===== src/rtl/tile_scheduler.sv =====
// tile_scheduler: issues one core job per ARRAY_DIM-square output tile of an M x K x N GEMM, row-major.
// start->core_start 1 cycle, core_valid->next start/done 2 cycles; `TILE_SCHED_PERF_EN adds perf_cycles_o.
module tile_scheduler #(
  parameter int ADDR_WIDTH = 16,
  parameter int ARRAY_DIM  = 8,
  parameter int CNT_WIDTH  = 32
) (
  input  logic                  clk_i,
  input  logic                  rst_ni,
  input  logic                  start_i,
  input  logic [ADDR_WIDTH-1:0] m_i,
  input  logic [ADDR_WIDTH-1:0] k_i,
  input  logic [ADDR_WIDTH-1:0] n_i,
  input  logic [ADDR_WIDTH-1:0] base_addra_i,
  input  logic [ADDR_WIDTH-1:0] base_addrb_i,
  input  logic [ADDR_WIDTH-1:0] base_addrp_i,
  output logic                  busy_o,
  output logic                  done_o,
  output logic                  err_o,
  output logic                  core_start_o,
  input  logic                  core_valid_i,
  output logic [ADDR_WIDTH-1:0] core_m_o,
  output logic [ADDR_WIDTH-1:0] core_k_o,
  output logic [ADDR_WIDTH-1:0] core_n_o,
  output logic [ADDR_WIDTH-1:0] core_base_addra_o,
  output logic [ADDR_WIDTH-1:0] core_base_addrb_o,
  output logic [ADDR_WIDTH-1:0] core_base_addrp_o,
  output logic [ADDR_WIDTH-1:0] tile_row_o,
  output logic [ADDR_WIDTH-1:0] tile_col_o
`ifdef TILE_SCHED_PERF_EN
  ,
  output logic [CNT_WIDTH-1:0]  perf_cycles_o
`endif
);

  typedef enum logic [2:0] {IDLE, ISSUE, WAIT, NEXT, DONE} state_t;

  localparam int                    SHIFT = $clog2(ARRAY_DIM);
  localparam logic [ADDR_WIDTH-1:0] DIM   = ADDR_WIDTH'(ARRAY_DIM);
  localparam logic [ADDR_WIDTH:0]   ONE_W = (ADDR_WIDTH+1)'(1);
  localparam logic [ADDR_WIDTH:0]   RND_W = (ADDR_WIDTH+1)'(ARRAY_DIM - 1);

  state_t state, state_nxt;

  logic [ADDR_WIDTH:0]   mt, nt;
  logic [ADDR_WIDTH-1:0] k_q, n_q, base_b;
  logic [ADDR_WIDTH-1:0] rem_m, rem_n;
  logic [ADDR_WIDTH-1:0] row, col;
  logic [ADDR_WIDTH-1:0] addra, addrb, addrp;
  logic [ADDR_WIDTH-1:0] core_m, core_n;
  logic                  err_q;

  logic dims_ok, last_row, last_col;

  function automatic logic [ADDR_WIDTH-1:0] clamp(input logic [ADDR_WIDTH-1:0] x);
    return (x > DIM) ? DIM : x;
  endfunction

  assign dims_ok  = (m_i != '0) && (k_i != '0) && (n_i != '0);
  assign last_row = ({1'b0, row} == (mt - ONE_W));
  assign last_col = ({1'b0, col} == (nt - ONE_W));

  always_ff @(posedge clk_i) begin
    if (!rst_ni) state <= IDLE;
    else         state <= state_nxt;
  end

  always_comb begin
    state_nxt    = state;
    busy_o       = (state != IDLE);
    core_start_o = 1'b0;
    done_o       = 1'b0;
    err_o        = 1'b0;
    case (state)
      IDLE:  if (start_i) state_nxt = dims_ok ? ISSUE : DONE;
      ISSUE: begin
        core_start_o = 1'b1;
        state_nxt    = WAIT;
      end
      WAIT:  if (core_valid_i) state_nxt = NEXT;
      NEXT:  state_nxt = (last_row && last_col) ? DONE : ISSUE;
      DONE: begin
        done_o    = 1'b1;
        err_o     = err_q;
        state_nxt = IDLE;
      end
      default: state_nxt = IDLE;
    endcase
  end

  // Remaining rows/cols are tracked so the tile clamp needs no multiply.
  always_ff @(posedge clk_i) begin
    if (!rst_ni) begin
      mt     <= '0;
      nt     <= '0;
      k_q    <= '0;
      n_q    <= '0;
      base_b <= '0;
      rem_m  <= '0;
      rem_n  <= '0;
      row    <= '0;
      col    <= '0;
      addra  <= '0;
      addrb  <= '0;
      addrp  <= '0;
      core_m <= '0;
      core_n <= '0;
      err_q  <= 1'b0;
    end else begin
      case (state)
        IDLE: if (start_i) begin
          err_q <= !dims_ok;
          if (dims_ok) begin
            mt     <= ({1'b0, m_i} + RND_W) >> SHIFT;
            nt     <= ({1'b0, n_i} + RND_W) >> SHIFT;
            k_q    <= k_i;
            n_q    <= n_i;
            base_b <= base_addrb_i;
            rem_m  <= m_i;
            rem_n  <= n_i;
            row    <= '0;
            col    <= '0;
            addra  <= base_addra_i;
            addrb  <= base_addrb_i;
            addrp  <= base_addrp_i;
            core_m <= clamp(m_i);
            core_n <= clamp(n_i);
          end
        end
        NEXT: begin
          if (!last_col) begin
            col    <= col + 1'b1;
            addrb  <= addrb + k_q;
            addrp  <= addrp + DIM;
            rem_n  <= rem_n - DIM;
            core_n <= clamp(rem_n - DIM);
          end else if (!last_row) begin
            row    <= row + 1'b1;
            col    <= '0;
            addra  <= addra + k_q;
            addrb  <= base_b;
            addrp  <= addrp + DIM;
            rem_m  <= rem_m - DIM;
            core_m <= clamp(rem_m - DIM);
            rem_n  <= n_q;
            core_n <= clamp(n_q);
          end
        end
        default: ;
      endcase
    end
  end

  assign core_m_o          = core_m;
  assign core_k_o          = k_q;
  assign core_n_o          = core_n;
  assign core_base_addra_o = addra;
  assign core_base_addrb_o = addrb;
  assign core_base_addrp_o = addrp;
  assign tile_row_o        = row;
  assign tile_col_o        = col;

`ifdef TILE_SCHED_PERF_EN
  logic [CNT_WIDTH-1:0] perf;

  always_ff @(posedge clk_i) begin
    if (!rst_ni)                             perf <= '0;
    else if (state == IDLE && start_i)       perf <= '0;
    else if (state != IDLE && perf != '1)    perf <= perf + CNT_WIDTH'(1);
  end

  assign perf_cycles_o = perf;
`endif

endmodule

===== config.mk =====
export PLATFORM = sky130hd
export DESIGN_NAME = tile_scheduler
export DESIGN_NICKNAME = d
export VERILOG_FILES = /design/src/rtl/tile_scheduler.sv
export SDC_FILE = /design/constraint.sdc
export NUM_CORES = 1
export LEC_CHECK = 0
export ABC_AREA = 1
export ABC_CLOCK_PERIOD_IN_PS = 6600
export BUFFER_PORTS_ARGS = -buffer_cell sky130_fd_sc_hd__buf_4
export CAP_MARGIN = 40
export CORE_MARGIN = 8
export CORE_UTILIZATION = 45
export CTS_CLUSTER_SIZE = 25
export DETAILED_ROUTE_END_ITERATION = 12
export PLACE_DENSITY = 0.75
export SYNTH_ARGS = -nofsm -noshare
export SYNTH_HDL_FRONTEND = slang
export SYNTH_SLANG_ARGS = --single-unit
export TNS_END_PERCENT = 20

===== constraint.sdc =====
create_clock -name clk_i -period 6.6 [get_ports clk_i]
set_clock_uncertainty 0.05 [all_clocks]
set_input_delay 0 -clock clk_i [delete_from_list [all_inputs] [get_ports clk_i]]
set_output_delay 0 -clock clk_i [all_outputs]
set_load 0.02 [all_outputs]

==> results.toml <==
[yosys]
ys_async_sr_fraction_pct = 0
ys_types = 51
yosys_most_used_dff = "dfxtp_1"
syn_avg_cell_area_um2 = 6.48
synth_seq_cells = 224
synth.yosys.seq_area_share_pct = 31.8
netlist_instances = 2179
synth_nets = 2318
yosysWarnings = 0
synth-edff-count = 0
netlist_area_um2 = 14100

[routing]
dr.pass1.iters = 5
postRouteAntennaNets = 0
drc = 0
wl_per_cell_um = 16.9
routed_wirelength_um = 48800
dr.first_iter.drc_count = 1310
vias = 15600
viasPerCell = 5.41

[clocking]
cts_buffers = 25
cts_setup_buffers = 0
cts-root-buf = "clkbuf_16"
cts_tree = "done"
clock-sinks = 224
cts_htree_levels = 1
cts_buffer_depth = 3
cts_resized = 0
clkTransAtPathRegs_ns = 0.06
clock_latency_ns = 0.53

[grt]
grt_overflow = 0
grt_pass1_vias = 15100
grt_pass1_wl_um = 77000
antenna_found_initial = 1
grt_max_degree = 69
grt_usage_pct = 25.3

[sta]
max_slew_margin_pct = 47.0
fmax_mhz = 248
fin_tns_setup_ns = 0
final_hold_viol_count = 0
setup_viol_count_final = 0
final.setup.worst_slack_ns = 2.57
rsz0062_at_grt = "no"
fin_crit_ns = 4.03
fin_crit_sh_pct = 61.1
maxSlewViolCount = 0
tightest_slew_ns = 0.796

[power_and_ir_drop]
powerDensity_nw_per_um2 = 297
clock_power_share_pct = 27.7
power_frac_comb_pct = 39.1
netSwitchingFraction_pct = 40.0
peakVddDrop_mv = 0.218
p_sw_w = 0.00215
power_frac_seq_pct = 33.2
totalPowerFinal_w = 0.00537
internal-power_w = 0.00323
power_leakage_nw = 8.49

[layout]
multi_input_area_um2 = 8460
layout-drive-gt1-share_pct = 14.1
fin_area_um2 = 18100
finalNetCount = 2606
final_util_pct = 58.0
syn_to_final_growth_pct = 28.3
nFillCells = 2947
seqCellArea_um2 = 4480

[setup_path]
critPathLaunchType = "register"
crit_buf_inv = 3
slowest_stage = "nor2_2"
critPathRequiredTime_ns = 7.01
critPathMaxFanout = 43
reg2reg_from = "nt[0]"
critical_path_class = "register to register"
path_cells = "inv_1 -> ha_1 -> nand2_4 -> nor2_8 -> nand2_1 -> nand3_1 -> nand3_1 -> nor2_1 -> nand3_1 -> nor2_2 -> nand2_1 -> nand2_4 -> nand2_4 -> clkinv_2 -> buf_16 -> nor2_1 -> nor2_1"
cp_top_family = "simple AND/OR/NAND/NOR gates"
cpPeakStageDelay_ns = 0.43
arrival_ns = 4.44
end_kind = "register"
r2r-end = "core_base_addrb_o[12]"
r2r_slack_ns = 2.57
reg2regPathDepth = 17

[place]
dp_hpwl_um = 34300
place_ws_ns = 2.64
finalWeightedCongestion = 0.980
portBuffers = 231
placed_cell_area_um2 = 16100

[floorplanning]
rows = 65
initial_core_util_pct = 45.2
core-area_um2 = 31200
die_x_um = 193
fp.dieH_um = 193
ios = 232
dieArea_um2 = 37300

[flow_run]
max_cap_viol_count = 0

[hold_path]
min_path_type = "input port to register"
min_from = "base_addrb_i[3]"
holdPathStages = 3
whs_endpoint = "base_b[3]"

[run_status]
status = "complete, no violations"
cell usage after synthesis (4+ instances only):
cell / number / area, um^2
nand4_1: 28 / 175
nand3_1: 230 / 1150
nand2_4: 13 / 146
o22ai_1: 10 / 62.6
nor2_1: 322 / 1210
nor3_1: 32 / 160
buf_6: 5 / 56.3
o31ai_1: 8 / 60.1
buf_1: 6 / 22.5
nand2_2: 4 / 25.0
or2_2: 5 / 31.3
clkbuf_1: 53 / 199
nor2_2: 19 / 119
nand2_1: 536 / 2010
o21ai_0: 97 / 485
nor3b_1: 6 / 45.0
dfxtp_1: 224 / 4480
inv_2: 8 / 30.0
a21oi_1: 114 / 571
ha_1: 37 / 463
a22o_1: 33 / 289
nor4_1: 12 / 75.1
xnor2_1: 20 / 175
inv_1: 180 / 676
nand3b_1: 16 / 120
buf_2: 30 / 150
xor2_1: 62 / 543
o21bai_1: 32 / 240
layer usage:
layer | vias to the layer above | part of all wire, % | global-route usage [%]
met3 | 111 | 7.1 | 3.88
met1 | 7226 | 43 | 32.3
met5 | - | 0 | 0
li1 | 7683 | - | -
met4 | 0 | 3.3 | 9.05
met2 | 618 | 47 | 42.9
tightest hold or removal path: stages:
cell and delay [ns]:
dlygate4sd3_1 0.52, buf_4 0.11, a22o_1 0.12
power by group through the flow:
stage | clock network, W | logic [W] | registers [W]
finish | 0.00149 | 0.00210 | 0.00179
global route | 0.00156 | 0.00234 | 0.00180
CTS | 0.00150 | 0.00209 | 0.00178
detailed placement | 0 | 0.00202 | 0.00180
global placement | 0 | 0.00196 | 0.00180
floorplan | 0 | 0.00137 | 0.00184
kinds of logic after synthesis:
group / Yosys count / synth area share, %
compound gates: 310 / 12.9
fa+ha+maj: 39 / 3.56
xor+xnor: 83 / 5.25
simple gates: 1234 / 38.1
buf+inv: 289 / 8.43
flops: 224 / 31.8
layout make-up:
class,instances,area share [%]
sequential,224,24.8
tap,402,2.78
inverter,190,3.96
multi-input combinational,1666,46.7
timing repair buffer,360,16.9
antenna,1,0.0138
clock inverter,14,1.02
clock buffer,32,3.82
worst max path at each step:
stage	start	to	slack (ns)	depth (start not counted)
after global placement	nt[0]	rem_n[12]	2.51	19
after detailed placement	nt[0]	core_n_o[3]	2.64	17
final	nt[0]	core_base_addrb_o[12]	2.57	17
after floorplan	core_k_o[0]	core_base_addra_o[8]	4.19	14
after global routing	nt[0]	core_n_o[15]	2.26	21
after CTS	nt[0]	core_base_addrb_o[12]	2.62	17
repair_timing:
action	in CTS	in global routing
hold endpoints to repair	168	0
endpoints found under the setup margin	0	0
hold buffers	115	0
cell usage in the layout, fill, tap and decap left out, drive strengths merged:
master,instances
a211oi,2
a21o,3
a21oi,114
a22o,33
a31oi,3
and2,1
and3,1
buf,245
bufinv,4
clkbuf,32
clkinv,8
clkinvlp,4
dfxtp,224
diode,1
dlygate4sd3,115
fa,2
ha,37
inv,188
nand2,553
nand3,231
nand3b,16
nand4,28
nor2,345
nor2b,1
nor3,34
nor3b,6
nor4,12
o211ai,1
o21a,2
o21ai,101
o21bai,32
o221ai,1
o22ai,10
o31ai,8
or2,5
or3,1
xnor2,20
xnor3,1
xor2,62
per-stage QoR:
stage / hold WS (ns) / std cells
after floorplan: 0.0627 / 2179
after global placement: 0.175 / 2722
after detailed placement: 0.179 / 2727
after CTS: 0.186 / 2888
after global routing: 0.206 / 2889
final: 0.203 / 2889
state kept, by name (all words and copies together), names as in the netlist:
register	cells
nt	14
core_base_addra_o	16
core_k_o	16
rem_n	16
n_q	16
state	3
rem_m	16
core_base_addrb_o	16
tile_col_o	16
mt	14
err_q	1
tile_row_o	16
base_b	16
core_base_addrp_o	16
core_m_o	16
core_n_o	16
Note: power is estimated with default switching activity, not from simulation.
